==> src/rtl/pc_fetch_if.sv <==
// Fetch-stage bus: instruction-memory request/response, redirect input and
// the decode-side instruction handoff.
interface pc_fetch_if #(
   parameter int ADDR_W  = 16,
   parameter int INSTR_W = 16
);
   // Handshakes: a transfer happens on a rising edge where valid && ready; the
   // producer may drop valid only after that transfer, and data is stable while
   // valid is high and ready is low. Memory responses carry no ready.
   logic               imem_req_valid;
   logic [ADDR_W-1:0]  imem_req_addr;
   logic               imem_req_ready;
   logic               imem_rsp_valid;
   logic [INSTR_W-1:0] imem_rsp_data;
   logic               redirect_valid;
   logic [ADDR_W-1:0]  redirect_addr;
   logic               if_valid;
   logic               if_ready;
   logic [INSTR_W-1:0] if_instr;
   logic [ADDR_W-1:0]  if_pc;

   modport master (
      output imem_req_valid, imem_req_addr, if_valid, if_instr, if_pc,
      input  imem_req_ready, imem_rsp_valid, imem_rsp_data,
             redirect_valid, redirect_addr, if_ready
   );

   modport slave (
      input  imem_req_valid, imem_req_addr, if_valid, if_instr, if_pc,
      output imem_req_ready, imem_rsp_valid, imem_rsp_data,
             redirect_valid, redirect_addr, if_ready
   );
endinterface

==> src/rtl/pc_fetch_unit.sv <==
// Instruction fetch: owns the PC, issues word requests and keeps a 2-slot
// in-order queue of fetched instructions; redirects flush and drop stale data.
module pc_fetch_unit #(
   parameter int                ADDR_W   = 16,
   parameter int                INSTR_W  = 16,
   parameter logic [ADDR_W-1:0] RESET_PC = '0
) (
   input  logic              clk,
   input  logic              rst_n,
   output logic [ADDR_W-1:0] pc_cur,
   input  logic [ADDR_W-1:0] pc_plus2,
   pc_fetch_if.master        bus
);
   typedef enum logic [1:0] {
      SLOT_EMPTY   = 2'd0,
      SLOT_PENDING = 2'd1,
      SLOT_FULL    = 2'd2
   } slot_state_e;

   slot_state_e        slot_st_q [2];
   slot_state_e        slot_st_d [2];
   logic [ADDR_W-1:0]  slot_pc_q [2];
   logic [INSTR_W-1:0] slot_instr_q [2];
   logic               head_q, head_d, tail_q, tail_d;
   logic [1:0]         alloc_q, alloc_d, drop_cnt_q, drop_cnt_d;
   logic [ADDR_W-1:0]  pc_d;

   logic [2:0] occupancy;
   logic [1:0] n_pend;
   logic       issue, deq, fill, pend_any, pend_idx, rsp_dec;

   always_comb begin
      occupancy = {1'b0, alloc_q} + {1'b0, drop_cnt_q};
      // Issue looks only at registered occupancy, never at this cycle's dequeue.
      bus.imem_req_valid = !bus.redirect_valid && (occupancy < 3'd2);
      bus.imem_req_addr  = pc_cur;
      bus.if_valid       = (slot_st_q[head_q] == SLOT_FULL) && !bus.redirect_valid;
      bus.if_instr       = slot_instr_q[head_q];
      bus.if_pc          = slot_pc_q[head_q];
      issue = bus.imem_req_valid && bus.imem_req_ready;
      deq   = bus.if_valid && bus.if_ready;

      n_pend = {1'b0, slot_st_q[0] == SLOT_PENDING} + {1'b0, slot_st_q[1] == SLOT_PENDING};
      pend_any = 1'b0;
      pend_idx = head_q;
      if (slot_st_q[head_q] == SLOT_PENDING) begin
         pend_any = 1'b1;
      end else if (slot_st_q[~head_q] == SLOT_PENDING) begin
         pend_any = 1'b1;
         pend_idx = ~head_q;
      end
      fill = 1'b0;

      slot_st_d  = slot_st_q;
      head_d     = head_q;
      tail_d     = tail_q;
      alloc_d    = alloc_q;
      drop_cnt_d = drop_cnt_q;
      pc_d       = pc_cur;
      // A response counts against outstanding work only if some exists.
      rsp_dec    = bus.imem_rsp_valid && ((drop_cnt_q != 2'd0) || pend_any);

      if (bus.redirect_valid) begin
         slot_st_d[0] = SLOT_EMPTY;
         slot_st_d[1] = SLOT_EMPTY;
         head_d       = 1'b0;
         tail_d       = 1'b0;
         alloc_d      = 2'd0;
         pc_d         = {bus.redirect_addr[ADDR_W-1:1], 1'b0};
         drop_cnt_d   = drop_cnt_q + n_pend - {1'b0, rsp_dec};
      end else begin
         if (deq) begin
            slot_st_d[head_q] = SLOT_EMPTY;
            head_d            = ~head_q;
         end
         if (bus.imem_rsp_valid && (drop_cnt_q != 2'd0)) begin
            drop_cnt_d = drop_cnt_q - 2'd1;
         end else if (bus.imem_rsp_valid && pend_any) begin
            fill                = 1'b1;
            slot_st_d[pend_idx] = SLOT_FULL;
         end
         if (issue) begin
            slot_st_d[tail_q] = SLOT_PENDING;
            tail_d            = ~tail_q;
            pc_d              = pc_plus2;
         end
         alloc_d = alloc_q + {1'b0, issue} - {1'b0, deq};
      end
   end

   always_ff @(posedge clk or negedge rst_n) begin
      if (!rst_n) begin
         pc_cur     <= RESET_PC;
         head_q     <= 1'b0;
         tail_q     <= 1'b0;
         alloc_q    <= 2'd0;
         drop_cnt_q <= 2'd0;
         for (int i = 0; i < 2; i++) begin
            slot_st_q[i]    <= SLOT_EMPTY;
            slot_pc_q[i]    <= '0;
            slot_instr_q[i] <= '0;
         end
      end else begin
         pc_cur     <= pc_d;
         head_q     <= head_d;
         tail_q     <= tail_d;
         alloc_q    <= alloc_d;
         drop_cnt_q <= drop_cnt_d;
         slot_st_q  <= slot_st_d;
         if (issue) slot_pc_q[tail_q] <= pc_cur;
         if (fill) slot_instr_q[pend_idx] <= bus.imem_rsp_data;
      end
   end
endmodule

==> src/flat_wrapper.sv <==
// flat-port wrapper written by rule: the top's interface ports become plain ports
module pc_fetch_unit_flat 
#(
   parameter int                ADDR_W   = 16,
   parameter int                INSTR_W  = 16,
   parameter logic [ADDR_W-1:0] RESET_PC = '0
)
  (clk, rst_n, pc_cur, pc_plus2, bus_imem_req_valid, bus_imem_req_addr, bus_if_valid, bus_if_instr, bus_if_pc, bus_imem_req_ready, bus_imem_rsp_valid, bus_imem_rsp_data, bus_redirect_valid, bus_redirect_addr, bus_if_ready);
  pc_fetch_if #(.ADDR_W(ADDR_W), .INSTR_W(INSTR_W)) bus_i ();
  input  logic clk;
  input  logic rst_n;
  output logic [ADDR_W-1:0] pc_cur;
  input  logic [ADDR_W-1:0] pc_plus2;
  output wire logic [$bits(bus_i.imem_req_valid)-1:0] bus_imem_req_valid;
  output wire logic [$bits(bus_i.imem_req_addr)-1:0] bus_imem_req_addr;
  output wire logic [$bits(bus_i.if_valid)-1:0] bus_if_valid;
  output wire logic [$bits(bus_i.if_instr)-1:0] bus_if_instr;
  output wire logic [$bits(bus_i.if_pc)-1:0] bus_if_pc;
  input wire logic [$bits(bus_i.imem_req_ready)-1:0] bus_imem_req_ready;
  input wire logic [$bits(bus_i.imem_rsp_valid)-1:0] bus_imem_rsp_valid;
  input wire logic [$bits(bus_i.imem_rsp_data)-1:0] bus_imem_rsp_data;
  input wire logic [$bits(bus_i.redirect_valid)-1:0] bus_redirect_valid;
  input wire logic [$bits(bus_i.redirect_addr)-1:0] bus_redirect_addr;
  input wire logic [$bits(bus_i.if_ready)-1:0] bus_if_ready;
  assign bus_imem_req_valid = bus_i.imem_req_valid;
  assign bus_imem_req_addr = bus_i.imem_req_addr;
  assign bus_if_valid = bus_i.if_valid;
  assign bus_if_instr = bus_i.if_instr;
  assign bus_if_pc = bus_i.if_pc;
  assign bus_i.imem_req_ready = bus_imem_req_ready;
  assign bus_i.imem_rsp_valid = bus_imem_rsp_valid;
  assign bus_i.imem_rsp_data = bus_imem_rsp_data;
  assign bus_i.redirect_valid = bus_redirect_valid;
  assign bus_i.redirect_addr = bus_redirect_addr;
  assign bus_i.if_ready = bus_if_ready;
  pc_fetch_unit #(.ADDR_W(ADDR_W), .INSTR_W(INSTR_W), .RESET_PC(RESET_PC)) u_core (.clk(clk), .rst_n(rst_n), .pc_cur(pc_cur), .pc_plus2(pc_plus2), .bus(bus_i));
endmodule
==> config.mk <==
export PLATFORM = sky130hd
export DESIGN_NAME = pc_fetch_unit_flat
export DESIGN_NICKNAME = d
export VERILOG_FILES = /design/src/rtl/pc_fetch_if.sv /design/src/rtl/pc_fetch_unit.sv /design/src/flat_wrapper.sv
export SDC_FILE = /design/constraint.sdc
export NUM_CORES = 1
export LEC_CHECK = 0
export CAP_MARGIN = 30
export CORE_MARGIN = 2
export CORE_UTILIZATION = 52
export DETAILED_ROUTE_END_ITERATION = 10
export HOLD_SLACK_MARGIN = 0.03
export PLACE_DENSITY = 0.94
export SYNTH_ARGS = -nofsm -noshare
export SYNTH_HDL_FRONTEND = slang
export SYNTH_SLANG_ARGS = --single-unit
==> constraint.sdc <==
create_clock -name clk -period 3.69 [get_ports clk]
set_input_delay 0.9225 -clock clk [delete_from_list [all_inputs] [get_ports clk]]
set_output_delay 0.9225 -clock clk [all_outputs]
set_load 0.03 [all_outputs]
Yosys cells after proc, flatten, opt, wreduce, memory -nomap -nowiden. Cells that the tools add are included.

Bits in registers: 90. Output and inout bits: 66. Word-level logic and storage cells: 108.

Add/subtract/negate cells: 7. Magnitude comparators: 8. Equal/unequal tests: 5. Multiplexer cells: 47. Bitwise gates (word level): 14. Reductions and logical operators: 16.

Operator list (count): 16-bit 2-to-1 mux (10); 32-bit bitwise mux (2); 16-bit demux with 1-bit select (2); 4-bit 2-to-1 mux (7); 2-bit 2-to-1 mux (12); 1-bit 2-to-1 mux (11); 1-bit logical AND (10); 2-bit by 1-bit equality test with 1-bit output (second input constant) (4); 2-bit greater-or-equal comparator (second input constant) (4); 1-bit NOT with 2-bit output (4); 2-bit nonzero test (4); 2-bit demux with 1-bit select (3); 2-bit by 1-bit < comparator with 1-bit output (second input constant) (3); 2-bit bitwise AND (2); 4-bit bitwise AND (1); 2-bit NOT (2); 4-bit NOT (1); 2-bit OR (2); 2-bit by 1-bit subtractor with 2-bit output (2); 2-bit by 2-bit adder with 3-bit output (1); 3-bit by 2-bit < comparator with 1-bit output (second input constant) (1); 1-bit by 1-bit adder with 2-bit output (1); 2-bit by 1-bit adder with 2-bit output (1); 2-bit adder (1); 5 further kinds (6).

Logic depth before layout (Yosys ltp). Gate-level depths: netlist of the first run.

Depth in word-level cells: 21. Gate-level depth with buffers: 10. Gate-level depth less buffers: 9.

Least setup slack after synthesis of the first run. No wires, ideal clock.

Path type: input to output. From: input port bus_redirect_valid. To: output port bus_imem_req_valid. Arrival time: 2.019 ns. Path slack: 0.748 ns. Cell stages on the path: 3. Buffers on the path: 2. Path through: buf_2 clkbuf_1 nor3_1.

Word-level cells in the longest chain between the ends: 2.

Ends and longest elaborated chain: start, declared (line flat_wrapper.sv:22) `input wire logic [$bits(bus_i.redirect_valid)-1:0] bus_redirect_valid;`; 1-bit logical NOT (line pc_fetch_unit.sv:35) `bus.imem_req_valid = !bus.redirect_valid && (occupancy < 3'd2);`; 1-bit logical AND (line pc_fetch_unit.sv:35); end, declared (line flat_wrapper.sv:14) `output wire logic [$bits(bus_i.imem_req_valid)-1:0] bus_imem_req_valid;`.

Every way passes these cells.

Worst setup path in the final report of the first run.
From: register u_core.drop_cnt_q[0]. To: output port bus_imem_req_valid.

Word-level cells in the longest chain between the ends: 3.

Ends and longest elaborated chain: start, declared (line pc_fetch_unit.sv:25) `logic [1:0] alloc_q, alloc_d, drop_cnt_q, drop_cnt_d;`; start signal, assigned (line pc_fetch_unit.sv:108) `drop_cnt_q <= drop_cnt_d;`; 2-bit by 2-bit adder with 3-bit output (line pc_fetch_unit.sv:33) `occupancy = {1'b0, alloc_q} + {1'b0, drop_cnt_q};`; 3-bit by 2-bit < comparator with 1-bit output (line pc_fetch_unit.sv:35); 1-bit logical AND (line pc_fetch_unit.sv:35).

Every way passes these cells.

==> results of run 1 <==
[per-layer routing]
metal / wire length (um) / share of wire (%)
met2: 4720 / 51
met4: 118 / 1.3
met1: 3710 / 40
met5: 0 / 0
met3: 753 / 8.1
[final cells by class]
class | count | area, um^2 | area share, %
tap | 105 | 131 | 2.29
clock inverter | 7 | 77.6 | 1.35
clock buffer | 9 | 124 | 2.16
inverter | 9 | 33.8 | 0.588
timing repair buffer | 127 | 1260 | 22.0
multi-input combinational | 197 | 1860 | 32.4
sequential | 90 | 2250 | 39.2
[through the flow]
| step | hold slack [ns] | setup WS, ns | instance area, um^2 | power, mW |
|---|---|---|---|---|
| after floorplan | 0.474 | 0.748 | 4370 | 2.92 |
| after global placement | 0.482 | 0.626 | 5510 | 3.53 |
| after detailed placement | 0.492 | 0.593 | 5540 | 3.63 |
| after CTS | 0.513 | 0.335 | 5740 | 4.32 |
| after global routing | 0.523 | 0.264 | 5740 | 4.53 |
| final | 0.508 | 0.375 | 5740 | 4.28 |
[logic make-up after synthesis]
| kind of cell | after synthesis | share of synthesized area (%) |
|---|---|---|
| adders and majority gates | 6 | 2.06 |
| buffers and inverters | 42 | 5.92 |
| AOI/OAI and AO/OA | 27 | 3.61 |
| xor gates and xnor gates | 6 | 1.20 |
| muxes | 111 | 29.0 |
| DFF | 90 | 51.5 |
| and+or+nand+nor | 47 | 6.67 |
[report_power, final]
part,switching (mW),total (mW),internal (mW)
logic,0.988,2.02,1.03
clock network,0.358,0.679,0.320
registers,0.235,1.59,1.35
total,1.58,4.28,2.70
[state kept, by name, summed over array words and instances (netlist names)]
name,cells
u_core.slot_st_q,4
u_core.alloc_q,2
u_core.head_q,1
u_core.bus.imem_req_addr,16
u_core.slot_instr_q,32
u_core.slot_pc_q,32
u_core.tail_q,1
u_core.drop_cnt_q,2
[how the worst max path moves through the flow]
stage | startpoint | endpoint | slack [ns] | depth (start not counted)
2_1_floorplan | bus_redirect_valid | bus_imem_req_valid | 0.75 | 3
3_3_place_gp | bus_imem_rsp_valid | u_core.slot_instr_q[21] | 0.63 | 4
3_5_place_dp | bus_imem_rsp_valid | u_core.slot_instr_q[22] | 0.59 | 4
4_1_cts | u_core.drop_cnt_q[0] | bus_imem_req_valid | 0.33 | 5
5_1_grt | u_core.drop_cnt_q[0] | bus_imem_req_valid | 0.26 | 5
6_report | u_core.drop_cnt_q[0] | bus_imem_req_valid | 0.38 | 5
[cell usage in the layout, fill, tap and decap left out, types with 4 or more instances in the layout]
cell type and n:
buf_4 9, clkbuf_8 9, clkdlybuf4s50_1 116, dfrtp_1 90
ha_1 4, inv_1 9, mux2_2 86, mux2_4 10
mux2i_1 15, nand2_1 20, nor2_1 4, o21ai_0 17
xnor2_1 4
[worst max-delay path, cell delays in order, from the launching register on]
cell,delay [ns]
dfrtp_1,0.42
inv_1,0.09
nor2_1,0.14
fa_1,0.46
nor3_1,0.23
clkdlybuf4s50_1,0.71
==> run_results.csv, run 1 <==
group,metric,value,unit
status,status,"finished clean",
finish,fin_cells,544,
logic_synthesis,yosysTopAreaCell,"dfrtp_1",
logic_synthesis,ys_types,41,
die,start_util,53.5,%
finish,nFillCells,603,
grt,track_usage,21.6,%
logic_synthesis,synth_edf_count,0,
sta,fin_crit_sh,89.8,%
clock_network,clk_path_buf_depth,2,
power,ir_drop,0.409,mV
logic_synthesis,synthTopCellsByCount,"dfrtp_1 (90), mux2_2 (86), nand2_1 (20)",
clock_network,clockRootBuffer,"clkbuf_8",
critical_path,crit_required,2.77,ns
route,drtAntennaViolNets,0,
clock_network,clk_latency,0.35,ns
logic_synthesis,async_flop_share,100,%
clock_network,postCtsSetupBuffers,0,
grt,grt_pass1_wl,15100,um
sta,fmax,302,MHz
finish,nets,494,
finish,layout-drive-gt1-share,29.8,%
grt,grt_pass1_vias,3118,
logic_synthesis,synth.net_count,389,
logic_synthesis,synth_area,4370,um^2
clock_network,cts_sinks,90,
logic_synthesis,ys.flop_type,"dfrtp_1",
logic_synthesis,synth_area_leaders,"dfrtp_1 (52%), mux2_2 (22%), mux2_4 (3.4%)",
clock_network,cts-htree-levels,3,
critical_path,cp_max_fo,3,
placement,dp_cells,528,
grt,grt_max_degree,52,
grt,grtUsageMet1,26.4,%
critical_path,regToRegSetupSlack,1.09,ns
die,boundaryPins,120,
route,drt_iter0_drc,73,
clock_network,path_clk_slew,0.09,ns
logic_synthesis,yosysWarnings,0,
sta,drv_slew,0,
clock_network,cts_tree,"built",
route,dr.pass1.iters,4,
critical_path,r2r-end,"u_core.slot_pc_q[31]",
critical_path,r2r_start,"u_core.drop_cnt_q[0]",
finish,area_delta_synth_final,31.3,%
logic_synthesis,synth_seq_cells,90,
power,powerDensity,746,nW/um^2
critical_path,reg2reg_depth,7,
sta,post-route-min-period,3.31,ns
sta,finalClockSkew,0.0121,ns
sta,slew_headroom,35.7,%
die,die_x,95.7,um
power,p_leak,2.65,nW
placement,io_buffers,118,
logic_synthesis,synth_top_area_share,51.5,%
die,rows,33,
clock_network,postCtsHoldBufs,0,
die,die_y,95.7,um
grt,antenna_found_initial,0,
critical_path,crit_path_end_kind,"primary output",
critical_path,cp.arrival,2.39,ns
placement,dpl.hpwl,6690,um
worst_hold_path,min-delay-start,"u_core.slot_pc_q[6]",
sta,setup_tns,0,ns
worst_hold_path,min_path_type,"register to register",
sta,rsz0062_at_grt,"no",
logic_synthesis,postSynthAreaPerCell,13.3,um^2
die,coreArea,8180,um^2
sta,worstMarginPinSlew,0.964,ns
worst_hold_path,min_to,"u_core.slot_pc_q[6]",
grt,gr-usage-met3,6.42,%
route,vias,2910,
grt,top_usage_layer,"met2",
critical_path,startpoint_type,"register",
worst_hold_path,holdPathStages,1,
grt,grt_remaining_overflow,0,
logic_synthesis,yosysSeqAreaShare,51.5,%
finish,utilization,70.2,%
clock_network,cts_made_buffers,9,
route,drcViolationCount,0,
route,viasPerCell,5.35,
die,dieArea,9160,um^2
logic_synthesis,syn_inst,329,
placement,finalWeightedCongestion,0.779,
sta,hold_violations,0,
finish,num_antenna_cells,0,
clock_network,post_cts_resized,0,
sta,finalSetupViolations,0,
flow_run,drv_cap,0,
critical_path,worstSetupPathType,"register to primary output",
route,wire_per_inst,17.1,um
logic_synthesis,synthMostInstantiatedCell,"dfrtp_1",
grt,use_met2,37.0,%
route,wl,9300,um
Note: power is estimated with default switching activity, not from simulation.
==> run 2, diff against run 1 <==
Settings changed: CORE_MARGIN 2 to 10.
==> run 2 against run 1 <==
Against the previous run:
- largest cell class unchanged
- sequential share of layout area rose by 0.065 points
- clock skew up 0.0022 ns
- routed wire length rose by 9.0%
- first-iteration DRC count down 4.1%
==> run_results.csv, run 2 (synthesis results as in run 1) <==
group,metric,value,unit
clock_network,post_cts_resized,0,
clock_network,clockRootBuffer,"clkbuf_8",
route,wire_per_inst,18.7,um
critical_path,cp-startpoint,"u_core.head_q",
power,p_switching,1.59,mW
power,ir_drop,0.411,mV
die,coreArea,8220,um^2
route,drtAntennaViolNets,0,
grt,antenna_found_initial,0,
die,dieArea,12500,um^2
clock_network,clk_path_buf_depth,2,
finish,register_area,2250,um^2
route,wl,10100,um
placement,finalWeightedCongestion,0.786,
clock_network,cts_made_buffers,9,
power,power.internal,2.76,mW
finish,final_common_cell,"clkdlybuf4s50_1",
die,die_y,112,um
grt,use_met2,27.4,%
sta,worstMarginPinSlew,0.919,ns
critical_path,crit_path_end_kind,"primary output",
finish,mostFrequentLayoutCells,"clkdlybuf4s50_1 (116), dfrtp_1 (89), mux2_2 (86)",
sta,fmax,297,MHz
power,p_clk_share,17.4,%
clock_network,postCtsSetupBuffers,0,
route,viasPerCell,5.32,
placement,dpl.hpwl,7510,um
die,boundaryPins,120,
finish,nets,492,
grt,grt_remaining_overflow,0,
finish,multiInputGateArea,1860,um^2
finish,nFillCells,579,
power,p_seq_share,36.5,%
grt,grt_max_degree,47,
sta,fin_crit_sh,91.4,%
grt,top_usage_layer,"met2",
sta,setup_tns,0,ns
clock_network,postCtsHoldBufs,0,
grt,gr-usage-met3,8.75,%
critical_path,r2r_start,"u_core.drop_cnt_q[0]",
status,status,"finished clean",
power,p_sw_share,36.6,%
critical_path,crit_required,2.77,ns
worst_hold_path,min_path_type,"register to register",
clock_network,path_clk_slew,0.09,ns
grt,grt_pass1_vias,3295,
finish,layout-drive-gt1-share,29.7,%
route,drcViolationCount,0,
route,drt_iter0_drc,70,
grt,grt_pass1_wl,17000,um
die,die_x,112,um
placement,dp_cells,526,
sta,finalSetupViolations,0,
critical_path,worstSetupPathType,"register to primary output",
sta,drv_slew,0,
placement,dpl_cell_area,5510,um^2
flow_run,drv_cap,0,
sta,rsz0062_at_grt,"no",
worst_hold_path,min-delay-start,"u_core.slot_pc_q[0]",
power,p_leak,2.63,nW
sta,hold_violations,0,
critical_path,startpoint_type,"register",
clock_network,cts_tree,"built",
grt,track_usage,16.5,%
power,combPwrFrac,46.1,%
finish,utilization,69.8,%
finish,fin_cells,542,
clock_network,clk_latency,0.36,ns
finish,area_delta_synth_final,31.2,%
power,powerDensity,760,nW/um^2
finish,num_antenna_cells,0,
sta,post-route-min-period,3.37,ns
die,rows,33,
finish,finalInstanceArea,5730,um^2
die,start_util,53.2,%
route,dr.pass1.iters,4,
critical_path,cp_max_fo,23,
clock_network,cts-htree-levels,3,
route,vias,2885,
sta,worst_hold_slack,0.509,ns
placement,io_buffers,118,
sta,finalClockSkew,0.0142,ns
clock_network,cts_sinks,90,
grt,grtUsageMet1,18.6,%
critical_path,cp.arrival,2.45,ns
sta,slew_headroom,38.8,%
[run 2: critical path, stage by stage (launching register included)]
cell             delay [ns]
dfrtp_2                0.67
buf_4                  0.39
nand3b_1               0.12
a21oi_1                0.20
clkdlybuf4s50_1        0.71
[run 2: final timing paths]
check                                               endpoint  slack, ns  cells after the start
worst max-delay path                            bus_if_valid       0.32                      4
worst min-delay path                     u_core.slot_pc_q[0]       0.51                      1
worst max register to register           u_core.slot_pc_q[9]       1.01                      6
worst min register to register           u_core.slot_pc_q[0]       0.51                      1
max in group asynchronous       u_core.bus.imem_req_addr[11]       2.39                      2
min in group asynchronous            u_core.slot_instr_q[22]       0.54                      1
[run 2: final cells by class]
class                   count  share of cell area, %
flip-flops and latches     90                   39.3
multi-input cells         197                   32.4
repair buffers            125                   21.4
well taps                 105                   2.29
clock buffers               9                   2.16
clock inverters             7                   1.83
inverters                   9                  0.589
[run 2: power groups by stage]
stage | Combinational, mW | Clock [mW] | Sequential (mW)
2_1_floorplan | 1.33 | 0 | 1.59
3_3_place_gp | 1.98 | 0 | 1.57
3_5_place_dp | 2.04 | 0 | 1.61
4_1_cts | 2.05 | 0.780 | 1.59
5_1_grt | 2.16 | 0.828 | 1.65
6_report | 2.01 | 0.760 | 1.59
[run 2: metal layers]
| metal | wire length [um] | up-vias | share of wire, % |
|---|---|---|---|
| met1 | 4130 | 1445 | 41 |
| met3 | 910 | 7 | 9.0 |
| li1 | - | 1341 | - |
| met5 | 0 | - | 0 |
| met2 | 5050 | 92 | 50 |
| met4 | 49 | 0 | 0.48 |
[run 2: metrics by stage]
step / worst slack, ns / total power, mW
2_1_floorplan: 0.748 / 2.92
3_3_place_gp: 0.624 / 3.55
3_5_place_dp: 0.580 / 3.64
4_1_cts: 0.294 / 4.42
5_1_grt: 0.221 / 4.64
6_report: 0.319 / 4.36
